==> src/rtl/pipe_ctrl_pkg.sv <==
// Shared types and constants for the pipeline hazard controller.
// Latency: n/a (types, constants only).
// Backpressure: n/a.
package pipe_ctrl_pkg;

  // Controller state encoding
  typedef enum logic [1:0] {
    ST_RUN    = 2'd0,
    ST_BUBBLE = 2'd1,
    ST_WAIT   = 2'd2
  } state_e;

  // Register 0 is hard-wired to zero, so it never carries a real dependency
  localparam logic [4:0] REG_ZERO = 5'd0;

  // Bubble counter holds up to LOAD_LAT-1 (LOAD_LAT <= 7)
  localparam int BCNT_W = 3;
  // Wait counter saturates at TIMEOUT (TIMEOUT <= 255)
  localparam int WCNT_W = 8;

  // Pipeline register enables, grouped so each control pattern is one constant
  typedef struct packed {
    logic pc_write;
    logic if_id_write;
    logic if_id_flush;
    logic id_exe_write;
    logic id_exe_flush;
  } ctrl_t;

  // Normal flow: everything advances, nothing squashed
  localparam ctrl_t CTRL_RUN    = '{pc_write: 1'b1, if_id_write: 1'b1, if_id_flush: 1'b0,
                                    id_exe_write: 1'b1, id_exe_flush: 1'b0};
  // Memory wait: whole front end holds its contents
  localparam ctrl_t CTRL_FREEZE = '{pc_write: 1'b0, if_id_write: 1'b0, if_id_flush: 1'b0,
                                    id_exe_write: 1'b0, id_exe_flush: 1'b0};
  // Taken branch: both younger instructions are squashed, PC loads target
  localparam ctrl_t CTRL_BRANCH = '{pc_write: 1'b1, if_id_write: 1'b1, if_id_flush: 1'b1,
                                    id_exe_write: 1'b1, id_exe_flush: 1'b1};
  // Load-use bubble: PC and IF/ID hold, ID/EXE takes a NOP
  localparam ctrl_t CTRL_BUBBLE = '{pc_write: 1'b0, if_id_write: 1'b0, if_id_flush: 1'b0,
                                    id_exe_write: 1'b1, id_exe_flush: 1'b1};
  // Jump in ID: only the sequentially fetched instruction is squashed
  localparam ctrl_t CTRL_JUMP   = '{pc_write: 1'b1, if_id_write: 1'b1, if_id_flush: 1'b1,
                                    id_exe_write: 1'b1, id_exe_flush: 1'b0};

endpackage

==> src/rtl/pipeline_hazard_ctrl_hazard_detect.sv <==
// Load-use dependency check between the load in EXE and the instruction in ID.
// Latency: purely combinational, same cycle.
// Backpressure: none; result is consumed by the controller FSM.
module hazard_detect
  import pipe_ctrl_pkg::*;
(
  input  logic       ex_mem_read_i,
  input  logic [4:0] ex_dest_i,
  input  logic [4:0] id_rs_i,
  input  logic [4:0] id_rt_i,
  input  logic       id_use_rs_i,
  input  logic       id_use_rt_i,
  output logic       load_use_o
);

  logic rs_hit;
  logic rt_hit;
  logic dest_live;

  // A load writing r0 produces nothing a later instruction can depend on
  assign dest_live = (ex_dest_i != REG_ZERO);
  assign rs_hit    = id_use_rs_i && (ex_dest_i == id_rs_i);
  assign rt_hit    = id_use_rt_i && (ex_dest_i == id_rt_i);
  assign load_use_o = ex_mem_read_i && dest_live && (rs_hit || rt_hit);

endmodule

==> src/rtl/pipeline_hazard_ctrl.sv <==
// IF/ID and ID/EXE sequencing: load-use bubbles, branch/jump squashes, memory-wait freezes.
// Latency: enables are combinational from state+inputs, effective the same cycle.
// Backpressure: mem_busy freezes all stages; optional stall counter under HAZ_PERF_CNT_EN.
module pipeline_hazard_ctrl
  import pipe_ctrl_pkg::*;
#(
  parameter int unsigned LOAD_LAT = 1,
  parameter int unsigned TIMEOUT  = 255,
  parameter int unsigned CNT_W    = 32
) (
  input  logic             clk,
  input  logic             rst_n,
  input  logic [4:0]       id_rs,
  input  logic [4:0]       id_rt,
  input  logic             id_use_rs,
  input  logic             id_use_rt,
  input  logic             ex_mem_read,
  input  logic [4:0]       ex_dest,
  input  logic             ex_branch_taken,
  input  logic             id_jump,
  input  logic             mem_busy,
  output logic             pc_write,
  output logic             if_id_write,
  output logic             if_id_flush,
  output logic             id_exe_write,
  output logic             id_exe_flush,
  output logic             mem_timeout,
  output logic [CNT_W-1:0] stall_cycles
);

  // Extra bubbles still owed after the first one, issued while in RUN
  localparam logic [BCNT_W-1:0] LAT_M1    = BCNT_W'(LOAD_LAT - 1);
  localparam logic [WCNT_W-1:0] TIMEOUT_C = WCNT_W'(TIMEOUT);

  state_e              state_q, state_d;
  logic [BCNT_W-1:0]   bcnt_q, bcnt_d;
  logic [WCNT_W-1:0]   wcnt_q, wcnt_d;
  logic                tmo_q, tmo_d;
  logic                load_use;
  logic                bubble_owed;
  ctrl_t               ctrl;

  hazard_detect u_hazard_detect (
    .ex_mem_read_i (ex_mem_read),
    .ex_dest_i     (ex_dest),
    .id_rs_i       (id_rs),
    .id_rt_i       (id_rt),
    .id_use_rs_i   (id_use_rs),
    .id_use_rt_i   (id_use_rt),
    .load_use_o    (load_use)
  );

  // Bubbles are still owed in BUBBLE, or in WAIT when the freeze interrupted a bubble run
  assign bubble_owed = (state_q == ST_BUBBLE) || ((state_q == ST_WAIT) && (bcnt_q != '0));

  // Next-state and enables; priority: mem_busy > branch > bubble/load-use > jump > normal
  always_comb begin
    state_d = state_q;
    bcnt_d  = bcnt_q;
    wcnt_d  = '0;
    tmo_d   = tmo_q;
    ctrl    = CTRL_RUN;

    if (mem_busy) begin
      ctrl    = CTRL_FREEZE;
      state_d = ST_WAIT;
      if (state_q == ST_WAIT) begin
        wcnt_d = (wcnt_q >= TIMEOUT_C) ? TIMEOUT_C : (wcnt_q + WCNT_W'(1));
      end else begin
        wcnt_d = WCNT_W'(1);
      end
    end else if (ex_branch_taken) begin
      // Squash also drops any pending or owed load-use bubbles
      ctrl    = CTRL_BRANCH;
      state_d = ST_RUN;
      bcnt_d  = '0;
    end else if (bubble_owed) begin
      ctrl    = CTRL_BUBBLE;
      bcnt_d  = bcnt_q - BCNT_W'(1);
      state_d = (bcnt_q == BCNT_W'(1)) ? ST_RUN : ST_BUBBLE;
    end else if (load_use) begin
      // This cycle is the first bubble; any further ones are counted in BUBBLE
      ctrl    = CTRL_BUBBLE;
      bcnt_d  = LAT_M1;
      state_d = (LAT_M1 != '0) ? ST_BUBBLE : ST_RUN;
    end else if (id_jump) begin
      ctrl    = CTRL_JUMP;
      state_d = ST_RUN;
    end else begin
      state_d = ST_RUN;
    end

    if (wcnt_d == TIMEOUT_C) begin
      tmo_d = 1'b1;
    end

    // Held in reset the pipe sees the plain run pattern
    if (!rst_n) begin
      ctrl = CTRL_RUN;
    end
  end

  // State, counters and sticky timeout flag
  always_ff @(posedge clk) begin
    if (!rst_n) begin
      state_q <= ST_RUN;
      bcnt_q  <= '0;
      wcnt_q  <= '0;
      tmo_q   <= 1'b0;
    end else begin
      state_q <= state_d;
      bcnt_q  <= bcnt_d;
      wcnt_q  <= wcnt_d;
      tmo_q   <= tmo_d;
    end
  end

  assign pc_write     = ctrl.pc_write;
  assign if_id_write  = ctrl.if_id_write;
  assign if_id_flush  = ctrl.if_id_flush;
  assign id_exe_write = ctrl.id_exe_write;
  assign id_exe_flush = ctrl.id_exe_flush;
  assign mem_timeout  = tmo_q;

`ifdef HAZ_PERF_CNT_EN
  logic [CNT_W-1:0] stall_q, stall_d;

  // Count every cycle the PC is held, wrapping naturally
  always_comb begin
    stall_d = stall_q;
    if (!ctrl.pc_write) begin
      stall_d = stall_q + CNT_W'(1);
    end
  end

  // Stall counter register
  always_ff @(posedge clk) begin
    if (!rst_n) begin
      stall_q <= '0;
    end else begin
      stall_q <= stall_d;
    end
  end

  assign stall_cycles = stall_q;
`else
  assign stall_cycles = '0;
`endif

endmodule
==> config.mk <==
export PLATFORM = sky130hd
export DESIGN_NAME = pipeline_hazard_ctrl
export DESIGN_NICKNAME = d
export VERILOG_FILES = /design/src/rtl/pipe_ctrl_pkg.sv /design/src/rtl/pipeline_hazard_ctrl_hazard_detect.sv /design/src/rtl/pipeline_hazard_ctrl.sv
export SDC_FILE = /design/constraint.sdc
export NUM_CORES = 1
export LEC_CHECK = 0
export CORE_ASPECT_RATIO = 0.9
export CORE_MARGIN = 5
export CORE_UTILIZATION = 39
export CTS_CLUSTER_DIAMETER = 150
export DETAILED_ROUTE_END_ITERATION = 16
export PLACE_DENSITY_LB_ADDON = 0.1
export SLEW_MARGIN = 25
export SYNTH_ARGS = -nofsm -noshare
export SYNTH_HDL_FRONTEND = slang
export SYNTH_HIERARCHICAL = 1
export SYNTH_SLANG_ARGS = --single-unit
==> constraint.sdc <==
create_clock -name clk -period 2.3 [get_ports clk]
set_input_delay 0.345 -clock clk [delete_from_list [all_inputs] [get_ports clk]]
set_output_delay 0.345 -clock clk [all_outputs]
set_load 0.02 [all_outputs]
# --- Word level (Yosys, flattened, before mapping) ---
# Index checks and enable logic that the tools add are counted.
op_classes:
  n_addsub: 2
  muxes: 16
  reduce_logical: 12
  order_cmp: 1
  n_bitwise: 3
  n_eq_ne: 6
op_table:
  columns: ["cell", "n"]
  rows:
  - ["5-bit two-way mux", 5]
  - ["8-bit two-way mux", 3]
  - ["3-bit two-way mux", 4]
  - ["5-bit equality test", 2]
  - ["8-bit by 1-bit adder with 8-bit output, second input constant", 1]
  - ["8-bit equality test, second input constant", 1]
  - ["8-bit greater-or-equal comparator, second input constant", 1]
  - ["3-bit nonzero test", 2]
  - ["1-bit logical AND", 5]
  - ["5-bit nonzero test", 1]
  - ["4-bit OR reduction", 1]
  - ["3-bit by 1-bit equality test with 1-bit output, second input constant", 1]
  - ["1-bit two-way mux", 3]
  - ["1-bit NOT", 3]
  - ["3-bit by 1-bit subtractor with 3-bit output, second input constant", 1]
  - ["2-bit by 1-bit equality test with 1-bit output, second input constant", 1]
  - ["2-bit equality test, second input constant", 1]
  - ["1-bit logical OR", 2]
  - ["2-bit two-way mux", 1]
  - ["2-bit AND reduction", 1]
word_totals:
  in_bits: 23
  out_inout_bits: 38
  register_bits: 14

# --- Depth between registers and ports, before layout ---
logic_depth:
  depth_word: 9
  mapped_depth: 8
  depth_no_buf: 8

# --- Modules after synthesis ---
# The synthesis kept the hierarchy.
modules_own_cells:
  columns: ["module", "area_each_um2", "seq_area_each_um2", "n_inst", "cells_each"]
  rows:
  - ["pipeline_hazard_ctrl", 1016.0, 280.3, 1, 132]
  - ["hazard_detect", 133.9, 0.0, 1, 17]

# --- Worst setup path before layout ---
# OpenSTA, ideal clock, no wires.
synth_timing:
  kind: "in2out"
  from: "input port ex_dest[1]"
  to: "output port pc_write"
  required_time_ns: 1.955
  t_arrival_ns: 2.004
  slack_ns: -0.049
  cell_stages: 7
  n_path_buf: 1
  path_cell_list: "or4_1 o21ai_1 a21oi_1 nor2b_1 nor2_1 o21ai_0 buf_4"
synth_via:
  elab_chain_len: 9
  elab_cells_between_ends: 13
synth_rtl:
  columns: ["element", "line", "source"]
  rows:
  - ["start, declared", "pipeline_hazard_ctrl.sv:18", "input logic [4:0] ex_dest,"]
  - ["5-bit equality test (on tied branches)", "pipeline_hazard_ctrl_hazard_detect.sv:22, pipeline_hazard_ctrl_hazard_detect.sv:23", null]
  - ["1-bit logical AND (on tied branches)", "pipeline_hazard_ctrl_hazard_detect.sv:22, pipeline_hazard_ctrl_hazard_detect.sv:23", null]
  - ["1-bit logical OR", "pipeline_hazard_ctrl_hazard_detect.sv:24", "assign load_use_o = ex_mem_read_i && dest_live && (rs_hit || rt_hit);"]
  - ["1-bit logical AND *", "pipeline_hazard_ctrl_hazard_detect.sv:24", null]
  - ["via load_use", "pipeline_hazard_ctrl.sv:39", "logic load_use;"]
  - ["5-bit two-way mux *", "pipeline_hazard_ctrl.sv:81", "end else if (load_use) begin"]
  - ["5-bit two-way mux *", "pipeline_hazard_ctrl.sv:77", "end else if (bubble_owed) begin"]
  - ["5-bit two-way mux *", "pipeline_hazard_ctrl.sv:72", "end else if (ex_branch_taken) begin"]
  - ["5-bit two-way mux *", "pipeline_hazard_ctrl.sv:64", "if (mem_busy) begin"]
  - ["5-bit two-way mux *", "pipeline_hazard_ctrl.sv:98", "if (!rst_n) begin"]
  - ["end, declared", "pipeline_hazard_ctrl.sv:22", "output logic pc_write,"]
# The timed path passes the listed nets; every way through them passes the cells marked *.

# --- Final worst setup path ---
layout_timing:
  from: "input port id_rt[1]"
  to: "output port id_exe_flush"
layout_via:
  elab_chain_len: 9
layout_rtl:
  columns: ["element", "line", "source"]
  rows:
  - ["start, declared", "pipeline_hazard_ctrl.sv:14", "input logic [4:0] id_rt,"]
  - ["5-bit equality test", "pipeline_hazard_ctrl_hazard_detect.sv:23", "assign rt_hit = id_use_rt_i && (ex_dest_i == id_rt_i);"]
  - ["1-bit logical AND", "pipeline_hazard_ctrl_hazard_detect.sv:23", null]
  - ["1-bit logical OR", "pipeline_hazard_ctrl_hazard_detect.sv:24", null]
  - ["1-bit logical AND", "pipeline_hazard_ctrl_hazard_detect.sv:24", null]
  - ["via load_use", "pipeline_hazard_ctrl.sv:39", null]
  - ["5-bit two-way mux", "pipeline_hazard_ctrl.sv:81", null]
  - ["5-bit two-way mux", "pipeline_hazard_ctrl.sv:77", null]
  - ["5-bit two-way mux", "pipeline_hazard_ctrl.sv:72", null]
  - ["5-bit two-way mux", "pipeline_hazard_ctrl.sv:64", null]
  - ["5-bit two-way mux", "pipeline_hazard_ctrl.sv:98", null]
  - ["end, declared", "pipeline_hazard_ctrl.sv:26", "output logic id_exe_flush,"]
# The timed path passes the listed nets, and every way through them passes these cells.

==> out/results.ini <==
[run_status]
outcome=finished clean

[sta]
fmax_ghz=0.461
holdWs_ns=0.476
rsz0062_at_grt=true
skew_ns=0.00279
maxSlewViolCount=0
finalHoldViolations=0
period_share_pct=94.4
finalSetupViolCount=0
min_period_ns=2.17
setup_tns_ns=0

[grt]
grt_use_total_pct=12.5
antenna_found_initial=0
grt-busiest-layer=met2
grt_use_met3_pct=3.47
met1_usage_pct=13.8
grt_overflow_total=0
global_route.usage.met2_pct=23.7
grt_pass1_wl_mm=3.93
first_global_vias=932
grt_max_degree=11

[clock_network]
cts_hold_buf=0
numCtsBuffers=3
cts_tree=built
clk_pin_slew_ns=0.08
htree_levels=1
clk-insertion-delay-late_ns=0.27
post_cts_buffers=0
cts-root-buf=clkbuf_4
clk_path_buf_depth=2
cts_sinks=14

[synthesis]
synth.avg_cell_area_sq_um=7.72
synth_cells=149
synth_top_family_by_area=buffers and inverters
syn-cell-area_sq_um=1150
synth_xor_area_share_pct=9.90
yosysUniqueCellTypes=34
synth_compound_area_share_pct=13.5
yosysWarnings=6
synth_seq_cells=14
yosys.area_share.simple_pct=21.4
synth_fa_ha_area_share_pct=4.35
synth.area.mux_share_pct=0.871
yosysSeqAreaShare_pct=24.4

[power]
sw_frac_of_total_pct=31.3
power.internal_uw=361
peakVddDrop_uv=327
pwr-share-comb_pct=27.9
p_switching_uw=164
p_leak_nw=0.616
p_per_area_nw_per_um2=367
pwr-share-clk_pct=25.3
pwr-share-seq_pct=46.9

[finish]
nets=211
fin_area_sq_um=1430
drive_gt1_share_pct=14.8
area_growth_pct=24.5
antennaDiodeCount=0
final_util_pct=51.3
layout_commonest_cell=conb_1
nFillCells=291
most-common-layout-cells=conb_1 (32), dfxtp_1 (14), nor2_1 (12)

[critical_path]
cp-start-kind=input pin
crit_arrival_ns=1.83
path_max_fanout=2
critPathKind=in2out
worst-r2r-setup-slack_ns=0.59
required_ns=1.96
cp-end-kind=output port

[floorplanning]
io_pins=61
dieHeight_um=61.5
start_util_pct=41.2
core_area_sq_um=2790
rows=18
die_w_um=67.2
die-area_sq_um=4140

[detailed_routing]
drtIter0Drc=13
drt_first_pass_iters=4
drtAntennaViolNets=0
via_count=993
route.detailed.drc=0
wl_per_cell_um=11.2
via_per_inst=4.47
wirelength_mm=2.48

[placed_design]
dp_hpwl_mm=2.15
port_buffers=28
gp_congestion=0.831
dpl_cell_area_sq_um=1390

[run]
maxCapViolations=0

[hold_path]
hold_class=reg2reg

==> synthesized netlist by cell type (all sizes together) <==
library cell / number / share of area [%]
or4: 2 / 1.3
a2111oi: 1 / 0.76
a21o: 1 / 0.65
clkbuf: 2 / 0.65
inv: 8 / 2.6
nor4: 6 / 3.8
nor3b: 2 / 1.3
buf: 34 / 22
a32o: 1 / 0.98
o21ai: 7 / 3.4
nand2b: 2 / 1.1
ha: 4 / 4.4
conb: 1 / 0.33
dfxtp: 14 / 24
xor2: 9 / 6.9
and2: 1 / 0.54
mux2i: 1 / 0.87
o31a: 1 / 0.76
nand2: 8 / 2.8
nor3: 2 / 0.87
nor2b: 3 / 1.6
nand4: 1 / 0.54
nor2: 12 / 3.9
a21oi: 10 / 4.4
or3: 1 / 0.54
o2111a: 1 / 0.98
xnor2: 4 / 3.0
a31oi: 3 / 1.6
nand3: 7 / 3.0
==> metrics by stage <==
step	cells	power (mW)	worst slack (ns)
2_1_floorplan	180	0.376	0.154
3_3_place_gp	219	0.397	-0.645
5_1_grt	222	0.556	-0.00634
6_report	222	0.525	0.129
3_5_place_dp	219	0.399	-0.665
4_1_cts	222	0.523	0.00988
==> layout make-up <==
class / instances / area [sq um] / area share, %
well taps: 40 / 50.0 / 3.50
flip-flops and latches: 14 / 280 / 19.6
inverters: 8 / 30.0 / 2.10
clock buffers: 3 / 22.5 / 1.57
repair buffers: 35 / 325 / 22.7
multi-input cells: 122 / 723 / 50.5
==> final timing paths <==
check / from / endpoint / cells past startpoint
worst min-delay path: mem_timeout$_SDFFE_PN0N_ / mem_timeout$_SDFFE_PN0N_ / 1
worst min register to register: mem_timeout$_SDFFE_PN0N_ / mem_timeout$_SDFFE_PN0N_ / 1
worst max register to register: wcnt_q[0]$_SDFF_PN0_ / mem_timeout$_SDFFE_PN0N_ / 6
worst max-delay path: id_rt[1] / id_exe_flush / 9
==> registers in the layout, indices dropped and copies added, names as in the netlist <==
name	count
wcnt_q	8
mem_timeout	1
state_q	2
bcnt_q	3
==> repair_timing <==
item / in CTS / in global routing
resized for setup: 31 / 21
setup endpoints to repair: 4 / 4
cloned: 0 / 0
pin swaps: 9 / 11
==> logic make-up after synthesis <==
logic type                 count (synthesis)
other                                      1
and+or+nand+nor                           47
xor gates and xnor gates                  13
adders and majority gates                  4
DFF                                       14
AOI/OAI and AO/OA                         25
buffers and inverters                     44
muxes                                      1
==> power groups by stage <==
stage	clock [mW]	sequential, mW	combinational (mW)
finish	0.133	0.246	0.146
global route	0.152	0.247	0.157
CTS	0.136	0.246	0.141
detailed placement	0	0.252	0.147
global placement	0	0.252	0.145
floorplan	0	0.252	0.124
==> routing by layer <==
layer / up-vias / share of wire, %
li1: 505 / -
met3: 6 / 7.6
met5: - / 0
met2: 38 / 50
met4: 0 / 1.3
met1: 444 / 41
==> worst max-delay path: stages <==
cell           delay [ns]
dlygate4sd2_1        0.24
xor2_1               0.15
nor4_2               0.29
nand3_1              0.13
a21oi_2              0.19
nor2_1               0.06
a21o_1               0.19
nor2_1               0.09
buf_4                0.14
Note: power is estimated with default switching activity, not from simulation.
